**config.mk**
```make
export PLATFORM = sky130hd
export DESIGN_NAME = sync_fifo_flat
export DESIGN_NICKNAME = d
export VERILOG_FILES = /design/src/rtl/sync_fifo_if.sv /design/src/rtl/sync_fifo.sv /design/src/flat_wrapper.sv
export SDC_FILE = /design/constraint.sdc
export NUM_CORES = 1
export LEC_CHECK = 0
export CAP_MARGIN = 20
export CORE_MARGIN = 8
export CORE_UTILIZATION = 48
export DETAILED_ROUTE_END_ITERATION = 10
export PLACE_DENSITY = 0.66
export SYNTH_ARGS = -nofsm -noshare
export SYNTH_HDL_FRONTEND = slang
export SYNTH_SLANG_ARGS = --single-unit
```
**constraint.sdc**
```tcl
create_clock -name clk -period 4.55 [get_ports clk]
set_input_delay 0.91 -clock clk [delete_from_list [all_inputs] [get_ports clk]]
set_output_delay 0.91 -clock clk [all_outputs]
set_load 0.01 [all_outputs]
```
**src/rtl/sync_fifo_if.sv**
```systemverilog
// sync_fifo_if: push/pop bus between a producer/consumer and the sync_fifo storage.
//   master : drives push, pop, data_in; observes data_out, flags, count and pointers
//   slave  : the FIFO side (sync_fifo)
// Optional feature macro SYNC_FIFO_ERR_FLAGS_EN adds the sticky overflow/underflow flags.
interface sync_fifo_if #(
    parameter int unsigned DATA_WIDTH = 8,
    parameter int unsigned ADDR_WIDTH = 4
);
    logic                  push;
    logic                  pop;
    logic [DATA_WIDTH-1:0] data_in;
    logic [DATA_WIDTH-1:0] data_out;
    logic                  empty;
    logic                  full;
    logic [ADDR_WIDTH:0]   fifo_counter;
    logic [ADDR_WIDTH-1:0] head;
    logic [ADDR_WIDTH-1:0] tail;
`ifdef SYNC_FIFO_ERR_FLAGS_EN
    logic                  overflow;
    logic                  underflow;
`endif

    modport master (
        output push, pop, data_in,
        input  data_out, empty, full, fifo_counter, head, tail
`ifdef SYNC_FIFO_ERR_FLAGS_EN
        , input overflow, underflow
`endif
    );

    modport slave (
        input  push, pop, data_in,
        output data_out, empty, full, fifo_counter, head, tail
`ifdef SYNC_FIFO_ERR_FLAGS_EN
        , output overflow, underflow
`endif
    );
endinterface

```
**src/rtl/sync_fifo.sv**
```systemverilog
// sync_fifo: single-clock FIFO of 2**ADDR_WIDTH entries with registered read data, no bypass.
// Ports:
//   clk    : clock, all state on posedge
//   rst_n  : asynchronous active-low reset (pointers, count, data_out, error flags)
//   bus    : sync_fifo_if.slave -- push/pop/data_in in; data_out, empty, full,
//            fifo_counter, head (read ptr), tail (write ptr) out
// Optional: define SYNC_FIFO_ERR_FLAGS_EN for sticky overflow (push dropped while full) and
// underflow (pop on empty) flags, cleared only by reset.
module sync_fifo #(
    parameter int unsigned DATA_WIDTH = 8,
    parameter int unsigned ADDR_WIDTH = 4
) (
    input logic       clk,
    input logic       rst_n,
    sync_fifo_if.slave bus
);
    localparam int unsigned Depth = 2 ** ADDR_WIDTH;
    localparam logic [ADDR_WIDTH:0] DepthCount = (ADDR_WIDTH + 1)'(Depth);

    logic [DATA_WIDTH-1:0] mem_q [Depth];
    logic [ADDR_WIDTH-1:0] head_q, head_d;
    logic [ADDR_WIDTH-1:0] tail_q, tail_d;
    logic [ADDR_WIDTH:0]   count_q, count_d;
    logic [DATA_WIDTH-1:0] data_out_q, data_out_d;
    logic                  empty, full;
    logic                  push_ok, pop_ok;

    // Flags decode the count register only, so they move on clock edges/reset alone.
    assign empty = (count_q == '0);
    assign full  = (count_q == DepthCount);

    // A pop frees a slot in the same cycle, so push is accepted on full if pop succeeds.
    assign pop_ok  = bus.pop & ~empty;
    assign push_ok = bus.push & (~full | pop_ok);

    always_comb begin
        head_d     = head_q;
        tail_d     = tail_q;
        count_d    = count_q;
        data_out_d = data_out_q;
        if (pop_ok) begin
            data_out_d = mem_q[head_q];
            head_d     = head_q + 1'b1;
        end
        if (push_ok) begin
            tail_d = tail_q + 1'b1;
        end
        unique case ({push_ok, pop_ok})
            2'b10:   count_d = count_q + 1'b1;
            2'b01:   count_d = count_q - 1'b1;
            default: count_d = count_q;
        endcase
    end

    always_ff @(posedge clk or negedge rst_n) begin
        if (!rst_n) begin
            head_q     <= '0;
            tail_q     <= '0;
            count_q    <= '0;
            data_out_q <= '0;
        end else begin
            head_q     <= head_d;
            tail_q     <= tail_d;
            count_q    <= count_d;
            data_out_q <= data_out_d;
        end
    end

    // Storage is not reset; writes are blocked while in reset so X inputs cannot land.
    always_ff @(posedge clk) begin
        if (rst_n && push_ok) begin
            mem_q[tail_q] <= bus.data_in;
        end
    end

`ifdef SYNC_FIFO_ERR_FLAGS_EN
    logic overflow_q, overflow_d;
    logic underflow_q, underflow_d;

    always_comb begin
        overflow_d  = overflow_q | (bus.push & full & ~bus.pop);
        underflow_d = underflow_q | (bus.pop & empty);
    end

    always_ff @(posedge clk or negedge rst_n) begin
        if (!rst_n) begin
            overflow_q  <= 1'b0;
            underflow_q <= 1'b0;
        end else begin
            overflow_q  <= overflow_d;
            underflow_q <= underflow_d;
        end
    end

    assign bus.overflow  = overflow_q;
    assign bus.underflow = underflow_q;
`endif

    assign bus.data_out     = data_out_q;
    assign bus.empty        = empty;
    assign bus.full         = full;
    assign bus.fifo_counter = count_q;
    assign bus.head         = head_q;
    assign bus.tail         = tail_q;
endmodule

```
**src/flat_wrapper.sv**
```systemverilog
// flat-port wrapper written by rule: the top's interface ports become plain ports
module sync_fifo_flat 
#(
    parameter int unsigned DATA_WIDTH = 8,
    parameter int unsigned ADDR_WIDTH = 4
)
  (clk, rst_n, bus_push, bus_pop, bus_data_in, bus_data_out, bus_empty, bus_full, bus_fifo_counter, bus_head, bus_tail);
  sync_fifo_if #(.DATA_WIDTH(DATA_WIDTH), .ADDR_WIDTH(ADDR_WIDTH)) bus_i ();
  input logic clk;
  input logic rst_n;
  input wire logic [$bits(bus_i.push)-1:0] bus_push;
  input wire logic [$bits(bus_i.pop)-1:0] bus_pop;
  input wire logic [$bits(bus_i.data_in)-1:0] bus_data_in;
  output wire logic [$bits(bus_i.data_out)-1:0] bus_data_out;
  output wire logic [$bits(bus_i.empty)-1:0] bus_empty;
  output wire logic [$bits(bus_i.full)-1:0] bus_full;
  output wire logic [$bits(bus_i.fifo_counter)-1:0] bus_fifo_counter;
  output wire logic [$bits(bus_i.head)-1:0] bus_head;
  output wire logic [$bits(bus_i.tail)-1:0] bus_tail;
  assign bus_i.push = bus_push;
  assign bus_i.pop = bus_pop;
  assign bus_i.data_in = bus_data_in;
  assign bus_data_out = bus_i.data_out;
  assign bus_empty = bus_i.empty;
  assign bus_full = bus_i.full;
  assign bus_fifo_counter = bus_i.fifo_counter;
  assign bus_head = bus_i.head;
  assign bus_tail = bus_i.tail;
  sync_fifo #(.DATA_WIDTH(DATA_WIDTH), .ADDR_WIDTH(ADDR_WIDTH)) u_core (.clk(clk), .rst_n(rst_n), .bus(bus_i));
endmodule
```
==> reports/qor.yml <==
coreArea_sq_mm: 0.0121
syn_area_sq_mm: 0.00598
grt_use_total_pct: 15.6
slowest_stage: "or4_1"
viasPerCell: 5.52
fin_skew_ns: 0.00933
dieHeight_microns: 128
status: "complete, no violations"
area_growth_pct: 19.6
yosysTopAreaCell: "edfxtp_1"
worst-path-max-fanout: 12
required_ns: 4.88
max_stage_delay_ns: 0.68
ctsHoldBuffers: 0
slew_headroom_pct: 36.1
min_from: "u_core.bus.data_out[4]"
die_x_microns: 128
final_hold_viol_count: 0
cts_buffers: 17
synth_top_area_share_pct: 64.2
regToRegSetupSlack_ns: 1.17
synth-main-ff-cell: "edfxtp_1"
die-area_sq_mm: 0.0163
firstDrtPassIters: 4
finalPower_mw: 4.53
crit_family: "compound AO/OA/AOI/OAI gates"
syn_avg_cell_area_sq_um: 19.4
crit_chain: "or4_1 -> o21ai_2 -> nor2_1 -> fa_1 -> a21o_1 -> a21oi_1 -> mux2_2 -> o221ai_1"
setup-tns-final_ns: 0
clk_pin_slew_ns: 0.06
fill_cells: 914
ctsResizeCount: 0
rows: 40
yosys_warnings: 0
synthCells: 308
mostFrequentLayoutCells: "edfxtp_1, clkdlybuf4s50_1, mux4_2"
diodes: 0
postCtsSetupBuffers: 0
setup_violations: 0
grt.overflow.total: 0
grt_max_degree: 36
ant_nets: 0
seq_area_sq_mm: 0.00437
worstMarginPinSlew_ns: 0.954
hold_depth: 2
post-place-ws_ns: 1.15
holdPathEnd: "u_core.bus.data_out[4]"
cts_root_buffer: "clkbuf_16"
io_buffers: 34
synth.distinct_cells: 39
initial_core_util_pct: 49.4
finalCritPeriodShare_pct: 74.4
htree_levels: 4
layout_commonest_cell: "edfxtp_1"
min_path_type: "flip-flop to flip-flop"
num_vias: 2959
p_per_area_mw_per_mm2: 633
initialDrtViolationCount: 228
slew_violations: 0
antenna_found_initial: 0
num_io_pins: 35
clk_latency_ns: 0.42
multi_input_area_sq_mm: 0.00153
cp_data_arrival_time_ns: 3.72
cts.sinks: 149
synth_seq_area_share_pct: 73.0
synth_area_leaders: "edfxtp_1, mux4_2, dfrtp_1, mux2i_1, ha_1"
dp_hpwl_microns: 7490
clock_path_buffers: 2
place_congestion: 0.768
syn_nets: 329
grt_setup_unrepaired: "no"
cts_tree: "built"
max_freq_mhz: 295
r2r_start: "u_core.bus.fifo_counter[0]"
cellLeakagePower_nw: 2.44
rr_endpoint: "u_core.bus.fifo_counter[4]"
startpoint: "u_core.bus.fifo_counter[0]"
synthArstFlopShare_pct: 14.1
drive_gt1_share_pct: 20.4
synth_edf_count: 128
worst_setup_path_start_kind: "flip-flop"
ff2ff_path_depth: 8
setup_ws_ns: 1.17
min_period_ns: 3.38
ys_seq_elements: 149
grt_pass1_wl_microns: 18100
wl_per_cell_microns: 21.8
cp-end-kind: "flip-flop"
grt_pass1_vias: 3162
nets: 376
wl_microns: 11700
maxCapViolations: 0
vdd_ir_drop_max_mv: 0.268
critical_path_buf_inv_count: 0
crit_type: "flip-flop to flip-flop"
drc: 0
==> worst max path at each step <==
stage                                       endpoint  slack, ns  cells past startpoint
final                     u_core.bus.fifo_counter[4]       1.17                      8
after global routing      u_core.bus.fifo_counter[4]       0.93                      8
after CTS                 u_core.bus.fifo_counter[4]       1.14                      8
after detailed placement  u_core.bus.fifo_counter[4]       1.15                      8
after global placement    u_core.bus.fifo_counter[4]       1.20                      8
after floorplan           u_core.bus.fifo_counter[4]       1.59                     10
==> state kept, by name, indices dropped and copies added (netlist names) <==
register	flops
u_core.bus.data_out	8
u_core.mem_q	128
u_core.bus.tail	4
u_core.bus.head	4
u_core.bus.fifo_counter	5
==> cell usage after synthesis, drive strengths merged, types with 3 or more instances <==
| library cell | instances |
|---|---|
| mux4 | 32 |
| o221ai | 8 |
| clkbuf | 3 |
| o21ai | 3 |
| xnor2 | 7 |
| mux2 | 4 |
| inv | 4 |
| dfrtp | 21 |
| edfxtp | 128 |
| nor2 | 20 |
| nand2 | 18 |
| buf | 11 |
| ha | 8 |
| mux2i | 15 |
==> logic make-up (layout without fill, tap and decap cells) <==
| kind of cell | count (synthesis) | after routing | synth area share, % |
|---|---|---|---|
| flops | 149 | 149 | 73.0 |
| compound gates | 23 | 23 | 3.12 |
| xor+xnor | 9 | 9 | 1.32 |
| buf+inv | 18 | 78 | 1.48 |
| mux | 51 | 51 | 15.3 |
| simple gates | 49 | 49 | 3.74 |
| fa+ha+maj | 9 | 9 | 2.01 |
==> worst register-to-register path, stage by stage, from the launching register on <==
cell and delay [ns]:
dfrtp_1 0.45, or4_1 0.68, o21ai_2 0.53, nor2_1 0.21
fa_1 0.45, a21o_1 0.22, a21oi_1 0.24, mux2_2 0.36
o221ai_1 0.16
==> report_power, final <==
| part | internal (mW) | switching, mW |
|---|---|---|
| logic | 0.649 | 0.621 |
| registers | 1.65 | 0.122 |
| clock network | 0.975 | 0.512 |
==> through the flow <==
stage / cell area (sq um) / cells / hold WS (ns) / util, %
after floorplan: 5980 / 308 / 0.522 / -
after global placement: 6520 / 504 / 0.477 / 53.8
after detailed placement: 6520 / 504 / 0.479 / 53.8
after CTS: 7160 / 536 / 0.498 / 59.1
after global routing: 7160 / 536 / 0.547 / 59.1
final: 7160 / 536 / 0.499 / 59.1
==> per-layer routing <==
metal	global-route usage, %	share of wire (%)
met5	0	0
met4	8.60	2.3
met3	4.45	5.5
met2	25.4	51
met1	18.3	42
==> cell type report <==
cell class	instances	area share, %
sequential	149	61.0
multi-input combinational	141	21.3
clock buffer	24	6.87
timing repair buffer	42	5.59
tap	168	2.94
clock inverter	8	2.05
inverter	4	0.210
(Power assumes the default switching activity.)
==> RTL change, RTL diff (same flow settings) <==
`DATA_WIDTH` is set to 8 in 3 places; all go to 9.
--- a/src/rtl/sync_fifo_if.sv
+++ b/src/rtl/sync_fifo_if.sv
@@ -3,7 +3,7 @@
 //   slave  : the FIFO side (sync_fifo)
 // Optional feature macro SYNC_FIFO_ERR_FLAGS_EN adds the sticky overflow/underflow flags.
 interface sync_fifo_if #(
-    parameter int unsigned DATA_WIDTH = 8,
+    parameter int unsigned DATA_WIDTH = 9,
     parameter int unsigned ADDR_WIDTH = 4
 );
     logic                  push;
--- a/src/rtl/sync_fifo.sv
+++ b/src/rtl/sync_fifo.sv
@@ -7,7 +7,7 @@
 // Optional: define SYNC_FIFO_ERR_FLAGS_EN for sticky overflow (push dropped while full) and
 // underflow (pop on empty) flags, cleared only by reset.
 module sync_fifo #(
-    parameter int unsigned DATA_WIDTH = 8,
+    parameter int unsigned DATA_WIDTH = 9,
     parameter int unsigned ADDR_WIDTH = 4
 ) (
     input logic       clk,
--- a/src/flat_wrapper.sv
+++ b/src/flat_wrapper.sv
@@ -1,7 +1,7 @@
 // flat-port wrapper written by rule: the top's interface ports become plain ports
 module sync_fifo_flat 
 #(
-    parameter int unsigned DATA_WIDTH = 8,
+    parameter int unsigned DATA_WIDTH = 9,
     parameter int unsigned ADDR_WIDTH = 4
 )
   (clk, rst_n, bus_push, bus_pop, bus_data_in, bus_data_out, bus_empty, bus_full, bus_fifo_counter, bus_head, bus_tail);
Ports: changed (resized bus_data_in and bus_data_out); port bits go from 35 to 37. The function was not compared with the original's and may differ.
==> RTL change against the original RTL <==
  * Worst setup slack improved by 0.11 ns
  * Area after synthesis increased by 11%
  * Hold slack got worse by 0.0035 ns
  * Clock skew decreased by 0.0022 ns
  * Wire length increased by 12%
  * Power increased by 6.1%
  * Final area increased by 10%
  * Sequential cell count increased by 17
  * Global-route usage increased by 0.15 points
  * Sequential share of layout area increased by 0.88 points
==> RTL change: results (changes against the original RTL) <==
Layout
  – Non-Clock Buffer Area Fraction: 6.100% (+0.51 points)
  – Fraction of area in registers: 61.92% (+0.88 points)
  – Layout filler cell count: 1030 (+13%)
  – Final #Nets: 412 (+9.6%)
  – Max reg flops: 144 (+13%)
  – Clock-cell share: 7.800% (-1.1 points)
  – Ratio of cells with drive above 1 in the final layout: 23.33% (+2.9 points)
  – Area of the multi-input gates: 0.001664 mm^2 (+9.1%)
  – Clock buffers: 21 (-13%)
  – Final non-filler cell area: 0.007876 mm^2 (+10%)
  – Non-filler instance count after layout: 583 (+8.8%)
  – Multi-In Gates: 149 (+5.7%)

Pwr
  – Sw frac: 29.21% (+1.5 points)
  – Overall power: 4.803 mW (+6.1%)
  – Clock power share: 30.1% (-2.7 points)
  – Logic power comb: 1.36 mW (+7%)
  – Worst IR Drop VDD: 257.2 uV (-4.0%)
  – Leak pwr: 2.661 nW (+9.2%)

Yosys
  – Mapped Area: 0.006635 mm^2 (+11%)
  – Post-synth top cells: edfxtp_1, mux4_2, dfrtp_1, nor2_1, nand2_1
  – Asr flop ratio synth: 13.25% (-0.84 points)
  – Syn Nets: 355 (+7.9%)
  – Synth Register Bits: 166 (+11%)
  – Mapped Cells: 333 (+8.1%)
  – Register area share after synthesis: 73.47% (+0.44 points)
  – Post-synth EDFFs: 144 (+13%)
  – Synth top area cells: edfxtp_1, mux4_2, dfrtp_1

Place
  – Dpl ws: 1.178 ns (+0.02920 ns)
  – PortBufs: 36 (+5.9%)
  – Placed insts: 551 (+9.3%)
  – Placer Congestion: 0.7918 (+3.1%)
  – Dpl hpwl: 8321 um (+11%)
  – Placed Area: 0.007262 mm^2 (+11%)

STA
  – Worst setup margin: 1.277 ns (+0.1114 ns)
  – Setup Skew: 0.007163 ns (-0.002168 ns)
  – WHS: 0.4952 ns (-0.003520 ns)
  – Max_slew headroom: 36.95% (+0.81 points)

Global route
  – First-pass GRT wire length: 20550 um (+14%)
  – Vias in the first global route: 3503 (+11%)
  – GRT Overall Usage: 15.71% (+0.15 points)
  – Largest net degree at the start of global routing: 40 (+11%)

Worst hold path
  – Beginning of the worst hold path: u_core.bus.data_out[6]$_DFFE_PN0N_
  – Hold path endpoint: u_core.bus.data_out[6]$_DFFE_PN0N_
  – Worst hold stages: 2 (unchanged)

Drt
  – Drt initial violations: 262 (+15%)
  – WL final: 13050 um (+12%)
  – Vias per cell: 5.540 (+0.36%)

Critical path
  – Slowest stage delay, CP: 0.70 ns (+0.02 ns)
  – Crit Path Max Fanout: 13 (+1)

Outcome
  – Status: finished clean
## RTL change: cell count changes after synthesis, sizes merged
| cell | before | now |
|---|---|---|
| nand2 | 18 | 19 |
| o221ai | 8 | 9 |
| dfrtp | 21 | 22 |
| clkbuf | 3 | 2 |
| edfxtp | 128 | 144 |
| buf | 11 | 12 |
| mux2i | 15 | 17 |
| mux4 | 32 | 36 |
## RTL change: logic make-up (layout without fill, tap and decap cells)
group / Yosys count / after routing / share of synthesized area, %
fa+ha+maj: 9 / 9 / 1.810
simple gates: 50 / 50 / 3.526
flops: 166 / 166 / 73.47
mux: 57 / 57 / 15.46
compound gates: 24 / 24 / 3.093
xor+xnor: 9 / 9 / 1.188
buf+inv: 18 / 88 / 1.452
## RTL change: layer usage
layer / GRT usage (%) / part of all wire (%)
met1: 20.37 / 42
met2: 25.55 / 52
met3: 3.502 / 5.3
met4: 5.614 / 1.2
met5: 0 / 0
